File: src/rtl/reg_writeback.sv
// reg_writeback: register-file write port owner; merges ALU results with FIFO-buffered
// load responses, tracks per-register pending loads, and requests ALU holds on starvation.
`default_nettype none

module reg_writeback #(
  parameter int STARVE_LIMIT = 4
) (
  input  logic        clk,
  input  logic        rst,
  input  logic        alu_valid,
  input  logic [4:0]  alu_rd,
  input  logic [31:0] alu_data,
  output logic        alu_hold,
  input  logic        issue_valid,
  input  logic [4:0]  issue_rd,
  input  logic        ld_valid,
  output logic        ld_ready,
  input  logic [4:0]  ld_rd,
  input  logic [31:0] ld_data,
  output logic        wr_en,
  output logic [4:0]  wr_rd,
  output logic [31:0] wr_data,
  output logic [31:0] busy
);

  localparam logic [3:0] c_starve_lim = 4'(STARVE_LIMIT);

  logic [4:0]  fifo_rd_q   [2];
  logic [31:0] fifo_data_q [2];
  logic [1:0]  count_q, count_d;
  logic        wptr_q, wptr_d;
  logic        rptr_q, rptr_d;
  logic        wr_en_q, wr_en_d;
  logic [4:0]  wr_rd_q, wr_rd_d;
  logic [31:0] wr_data_q, wr_data_d;
  logic        wr_is_load_q, wr_is_load_d;
  logic [31:0] busy_q, busy_d;
  logic [3:0]  starve_q, starve_d;
  logic        hold_q, hold_d;
  logic        w_push;
  logic        w_pop;

  // No bypass: readiness depends only on the registered count.
  assign ld_ready = rst & (count_q < 2'd2);
  assign w_push   = ld_valid & ld_ready;
  assign w_pop    = ~alu_valid & (count_q != 2'd0);

  assign alu_hold = hold_q;
  assign wr_en    = wr_en_q;
  assign wr_rd    = wr_rd_q;
  assign wr_data  = wr_data_q;
  assign busy     = busy_q;

  always_comb begin
    count_d      = count_q + {1'b0, w_push} - {1'b0, w_pop};
    wptr_d       = wptr_q ^ w_push;
    rptr_d       = rptr_q ^ w_pop;

    wr_en_d      = 1'b0;
    wr_rd_d      = wr_rd_q;
    wr_data_d    = wr_data_q;
    wr_is_load_d = 1'b0;
    if (alu_valid) begin
      wr_en_d   = (alu_rd != 5'd0);
      wr_rd_d   = alu_rd;
      wr_data_d = alu_data;
    end else if (w_pop) begin
      wr_en_d      = (fifo_rd_q[rptr_q] != 5'd0);
      wr_rd_d      = fifo_rd_q[rptr_q];
      wr_data_d    = fifo_data_q[rptr_q];
      wr_is_load_d = 1'b1;
    end

    // Clear lands on the register-file write edge; a same-cycle new issue wins.
    busy_d = busy_q;
    if (wr_en_q && wr_is_load_q) begin
      busy_d[wr_rd_q] = 1'b0;
    end
    if (issue_valid) begin
      busy_d[issue_rd] = 1'b1;
    end
    busy_d[0] = 1'b0;

    if ((count_q != 2'd0) && !w_pop) begin
      starve_d = (starve_q == 4'hF) ? starve_q : starve_q + 4'd1;
    end else begin
      starve_d = 4'd0;
    end

    hold_d = hold_q;
    if (starve_q >= c_starve_lim) begin
      hold_d = 1'b1;
    end
    if (w_pop) begin
      hold_d = 1'b0;
    end
  end

  always_ff @(posedge clk) begin
    if (!rst) begin
      count_q      <= 2'd0;
      wptr_q       <= 1'b0;
      rptr_q       <= 1'b0;
      wr_en_q      <= 1'b0;
      wr_rd_q      <= 5'd0;
      wr_data_q    <= 32'd0;
      wr_is_load_q <= 1'b0;
      busy_q       <= 32'd0;
      starve_q     <= 4'd0;
      hold_q       <= 1'b0;
    end else begin
      count_q      <= count_d;
      wptr_q       <= wptr_d;
      rptr_q       <= rptr_d;
      wr_en_q      <= wr_en_d;
      wr_rd_q      <= wr_rd_d;
      wr_data_q    <= wr_data_d;
      wr_is_load_q <= wr_is_load_d;
      busy_q       <= busy_d;
      starve_q     <= starve_d;
      hold_q       <= hold_d;
    end
  end

  always_ff @(posedge clk) begin
    if (w_push) begin
      fifo_rd_q[wptr_q]   <= ld_rd;
      fifo_data_q[wptr_q] <= ld_data;
    end
  end

endmodule

`default_nettype wire
File: config.mk
export PLATFORM = sky130hd
export DESIGN_NAME = reg_writeback
export DESIGN_NICKNAME = d
export VERILOG_FILES = /design/src/rtl/reg_writeback.sv
export SDC_FILE = /design/constraint.sdc
export NUM_CORES = 1
export LEC_CHECK = 0
export ABC_AREA = 1
export CORE_MARGIN = 4
export CORE_UTILIZATION = 53
export DETAILED_ROUTE_END_ITERATION = 10
export PLACE_DENSITY = 0.91
export SKIP_CTS_REPAIR_TIMING = 1
export SYNTH_ARGS = -nofsm -noshare
export SYNTH_HDL_FRONTEND = slang
export SYNTH_SLANG_ARGS = --single-unit
File: constraint.sdc
create_clock -name clk -period 4.51 [get_ports clk]
set_input_delay 1.1275 -clock clk [delete_from_list [all_inputs] [get_ports clk]]
set_output_delay 1.1275 -clock clk [all_outputs]
set_load 0.1 [all_outputs]
# After elaboration in Yosys (flattened, before gate mapping)
# Memory sizes are Yosys's and may differ from the RTL's. A register that Yosys moved wholly into a read port is not among the register bits.
# Cells that the tools add are included.
totals:
  reg_bits: 80
  word_cells: 62
  mem_bits_ro: 0
  latch_bits: 0
  n_memories: 2
  mem_bits_rw: 74
  output_inout_bits: 72
memory_table:
  columns: ["memory", "depth", "word_bits", "read_ports", "rd_clocked_by_memory_dff", "write_ports", "line_no", "rtl"]
  rows:
  - ["fifo_data_q", 2, 32, 1, 1, 1, "29", "logic [31:0] fifo_data_q [2];"]
  - ["fifo_rd_q", 2, 5, 1, 1, 1, "28", "logic [4:0] fifo_rd_q [2];"]
op_classes:
  order_cmp: 6
  n_reduce_logical: 12
  n_bitwise: 10
  n_addsub: 3
  div_mod_pow: 0
  n_shift: 0
  n_eq_ne: 1
  multipliers: 0
  n_mux: 17
ops:
  columns: ["op", "count"]
  rows:
  - ["$mux W32", 4]
  - ["$and A32 B32 Y32", 1]
  - ["$not A32 Y32", 1]
  - ["$or A32 B32 Y32", 1]
  - ["$lt A5 B6 Y1 const B", 2]
  - ["$demux W1 S5", 2]
  - ["$ge A5 B1 Y1 const B", 2]
  - ["$mux W5", 2]
  - ["$reduce_bool A5 Y1", 2]
  - ["$mux W1", 9]
  - ["$add A4 B1 Y4 const B", 1]
  - ["$eq A4 B4 Y1 const B", 1]
  - ["$ge A4 B3 Y1 const B", 1]
  - ["$logic_and A1 B1 Y1", 4]
  - ["$reduce_bool A2 Y1", 2]
  - ["$reduce_or A2 Y1", 2]
  - ["$and A1 B1 Y1", 3]
  - ["$add A2 B1 Y2", 1]
  - ["$lt A2 B2 Y1 const B", 1]
  - ["$not A1 Y1", 2]
  - ["$reduce_and A2 Y1", 1]
  - ["$sub A2 B1 Y2", 1]
  - ["$xor A1 B1 Y1", 2]
  - ["$logic_not A1 Y1", 1]

# Longest topological paths before layout
depth:
  ltp_word: 9
  mapped_depth: 10

# Least setup slack after synthesis
# No wires, ideal clock.
synth_timing:
  path_type: "input to register"
  start: "input rst"
  end: "memory fifo_data_q[1][0], enable pin"
  cell_stages: 6
  t_required_ns: 4.112
  path_slack_ns: 0.214
  t_arrival_ns: 3.898
  cell_sequence: "inv_1 -> buf_2 -> nor2_1 -> nand2_1 -> inv_1 -> ha_1"
synth_via:
  elab_chain_cells: 4
synth_rtl:
  columns: ["item", "line_no", "rtl"]
  rows:
  - ["start, declared", "9", "input logic rst,"]
  - ["$and A1 B1 Y1", "44", "assign ld_ready = rst & (count_q < 2'd2);"]
  - ["named net ld_ready", "17", "output logic ld_ready,"]
  - ["$and A1 B1 Y1", "45", "assign w_push = ld_valid & ld_ready;"]
  - ["$mux W1", "126", "if (w_push) begin"]
  - ["$mux W1 (implied by the code)", "128", "fifo_data_q[wptr_q] <= ld_data;"]
  - ["end, declared", "29", null]
# The timed path passes the listed nets, and every way through them passes these cells.

# Worst setup path after layout
layout_timing:
  start: "input rst"
  end: "output ld_ready"
layout_via:
  elab_chain_cells: 1
layout_rtl:
  columns: ["item", "line_no"]
  rows:
  - ["$and A1 B1 Y1", "44"]
  - ["end, declared", "17"]
# Every way passes these cells.

==> impl_results.md <==
* Mean Syn Cell Area at 9.49 sq um
* Status: finished, final reports clean
* Total Nets Final at 879
* Gate Count Post-Synth at 641
* Drt first pass iters at 6
* Critical path capture point type: output port
* Synth top area cells: edfxtp_1, dfxtp_1, nand2_1
* Setup TNS at 0 ps
* Worst EP arrival at 2180 ps
* Post-synthesis sequential area ratio at 62.9%
* Crit path kind: in2out
* GRT Overall Usage at 26.3%
* DR vias/cell at 5.66
* DIE HEIGHT at 115 um
* Max VDD drop at 462 uV
* Slew HR at 13.9%
* Startpoint types: input port
* Final HPWL DP at 11100 um
* HP Class: reg2reg
* Period utilization at 73.4%
* Vias in the first global route at 5372
* Buf/Inv on CP at 3
* Critical-path cell list: clkdlybuf4s50_1 > inv_1 > nor2_1 > buf_12
* Post-Route Skew at 10.6 ps
* Drt total wl at 17400 um
* Post-Syn Nets at 730
* Final min period at 3310 ps
* Post-synth top area share at 36.5%
* Die width at 115 um
* Synthesized area at 6080 sq um
* Initial antenna violation count at 1
* Largest family of logic cells by synthesized area: simple AND/OR/NAND/NOR gates
* Gp weighted congestion at 0.834
* Rows at 38
* Routed WL per cell at 18.5 um
* Post-Synth Simple-Gate Area at 19.6%
* FF+latch count, synth at 154
* Clock Tree Buf Depth at 2
* Clock sinks at 154
* Iteration-0 DRC Markers at 551
* Largest area contributor in the netlist: edfxtp_1
* XOR/XNOR share of the synthesized area at 0.288%
* Residual DRC at 0
* Root Driver: clkbuf_16
* Global-route wire length before repair at 26900 um
* Worst-Margin Slew at 1290 ps
* Power per cell area at 571 nW/um^2
* Worst EP required at 3380 ps
* Max-slew violation count at 0
* Max incr delay on CP at 510 ps
* Gr ovfl total at 0
* Die Area at 13300 sq um
* CTS tree: done
* CP max-delay cell: clkdlybuf4s50_1
* IO Count at 156
* Complex-gate fraction of the synthesized area at 11.3%
* Final Setup Violations at 0
* Layout cells sized above 1 at 7.60%
* Unrepaired setup endpoints after global routing: false
* Antenna Nets Post-Route at 0
* Ys Warns at 0
* Number of H-tree levels at 4
* Max Cap Viol at 0
* F_max at 302 MHz
* Reg clk slew, reported paths at 60 ps
* Area grow syn2layout at 37.3%
* TritonCTS buffer count at 17
* Hold Violations, Final at 0
* Crit path max fanout at 2
* Netlist cell types at 29
* Starting density of the core at 55.1%
* Leakage at 3.16 nW
* Largest net degree at the start of global routing at 49
* I/O Buffers at 154
* Worst-Skew Late Latency at 420 ps
* Core ar. at 11000 sq um
* Post-synthesis mux area share at 0.165%
* Post-route core utilization at 75.7%
* Via count at 5344
* Crit-path leading delay family: buffers and inverters
* Post-Synth Adder-Cell Area at 1.03%
==> final cells by class <==
type	count	area, sq um
Inverter	37	141
Clock inverter	13	218
Antenna cell	1	2.50
Timing Repair Buffer	157	1570
Sequential cell	154	3820
Tap cell	140	175
Multi-Input combinational cell	423	1980
Fill cell	709	2680
Clock buffer	19	433
==> registers in the layout, summed over array words and instances, names as in the netlist, named ones only <==
signal	count
starve_q	4
wr_data	32
wr_rd	5
fifo_data_q	64
alu_hold	1
wr_en	1
count_q	2
fifo_rd_q	10
busy	31
wr_is_load_q	1
wptr_q	1
rptr_q	1
==> metal layers <==
layer	global-route usage [%]	vias up	routed length, um
li1	-	2465	-
met5	0	-	0
met4	9.70	0	455
met1	29.9	2522	6390
met3	7.53	48	1680
met2	46.9	309	8910
==> power by group <==
| part | total (mW) | switching (mW) | internal (mW) |
|---|---|---|---|
| Combinational | 1.44 | 1.07 | 0.377 |
| Sequential | 1.76 | 0.131 | 1.63 |
| Clock | 1.57 | 0.575 | 0.991 |
| Total | 4.77 | 1.77 | 3.00 |
==> synth_stat cells (all sizes together) <==
cell type	number
dfxtp	80
nor3	12
mux2i	1
xor2	1
or2	15
edfxtp	74
nand3	22
xnor2	1
nand4	4
inv	37
conb	1
a31oi	15
nor2	13
a21oi	63
clkbuf	10
o211ai	14
nand2	221
buf	17
ha	5
o21ai	35
==> kinds of logic (layout without fill, tap and decap cells) <==
family | Yosys count | after routing
compound gates | 127 | 127
xor+xnor | 2 | 2
fa+ha+maj | 5 | 5
buf+inv | 64 | 226
flops | 154 | 154
mux | 1 | 1
other cells | 1 | 2
simple gates | 287 | 287
==> placed cells by master (no fill, tap or decap) <==
cell               n
nand3_1           22
o21ai_0           25
o211ai_1          14
nand4_1            4
nand2_1          220
clkinv_4           3
xnor2_1            1
diode_2            1
conb_1             1
clkbuf_16         17
nor2_4             2
a21oi_1           63
inv_2              4
inv_1             32
buf_4              3
o21ai_1           10
nor3_2             2
ha_1               3
nor3_1            10
edfxtp_1          74
mux2i_1            1
clkinvlp_4         2
xor2_1             1
buf_12             1
ha_2               2
clkdlybuf4s50_1  153
clkbuf_1           2
nand2_2            1
nor2_1            11
inv_4              1
or2_2             15
bufinv_16          5
dfxtp_1           80
inv_6              3
a31oi_1           15
==> final timing paths <==
path         startpoint       end  slack, ps  depth (start not counted)
max reg2reg        flop     wr_en       2010                          7
min reg2reg    busy[22]  busy[22]        470                          2
min            busy[22]  busy[22]        470                          2
max                 rst  ld_ready       1200                          4
==> worst reg2reg max path, stage by stage, from the launching register on <==
cell,delay [ps]
dfxtp_1,1180
inv_2,610
nand2_1,230
nand2_1,100
nor2_1,110
nand2_1,60
nand2_1,50
nand2_1,50
==> through the flow <==
stage / total power, mW / cell area, sq um / setup slack, ps / cells / hold WS (ps)
finish: 4.77 / 8350 / 1200 / 944 / 465
global route: 4.94 / 8350 / 1170 / 944 / 495
CTS: 4.77 / 8350 / 1190 / 943 / 467
detailed placement: 3.20 / 7700 / 1130 / 911 / 456
global placement: 3.14 / 7700 / 1200 / 911 / 446
floorplan: 2.81 / 6080 / 214 / 641 / 440
No activity file was read; power rests on OpenSTA's default activity.
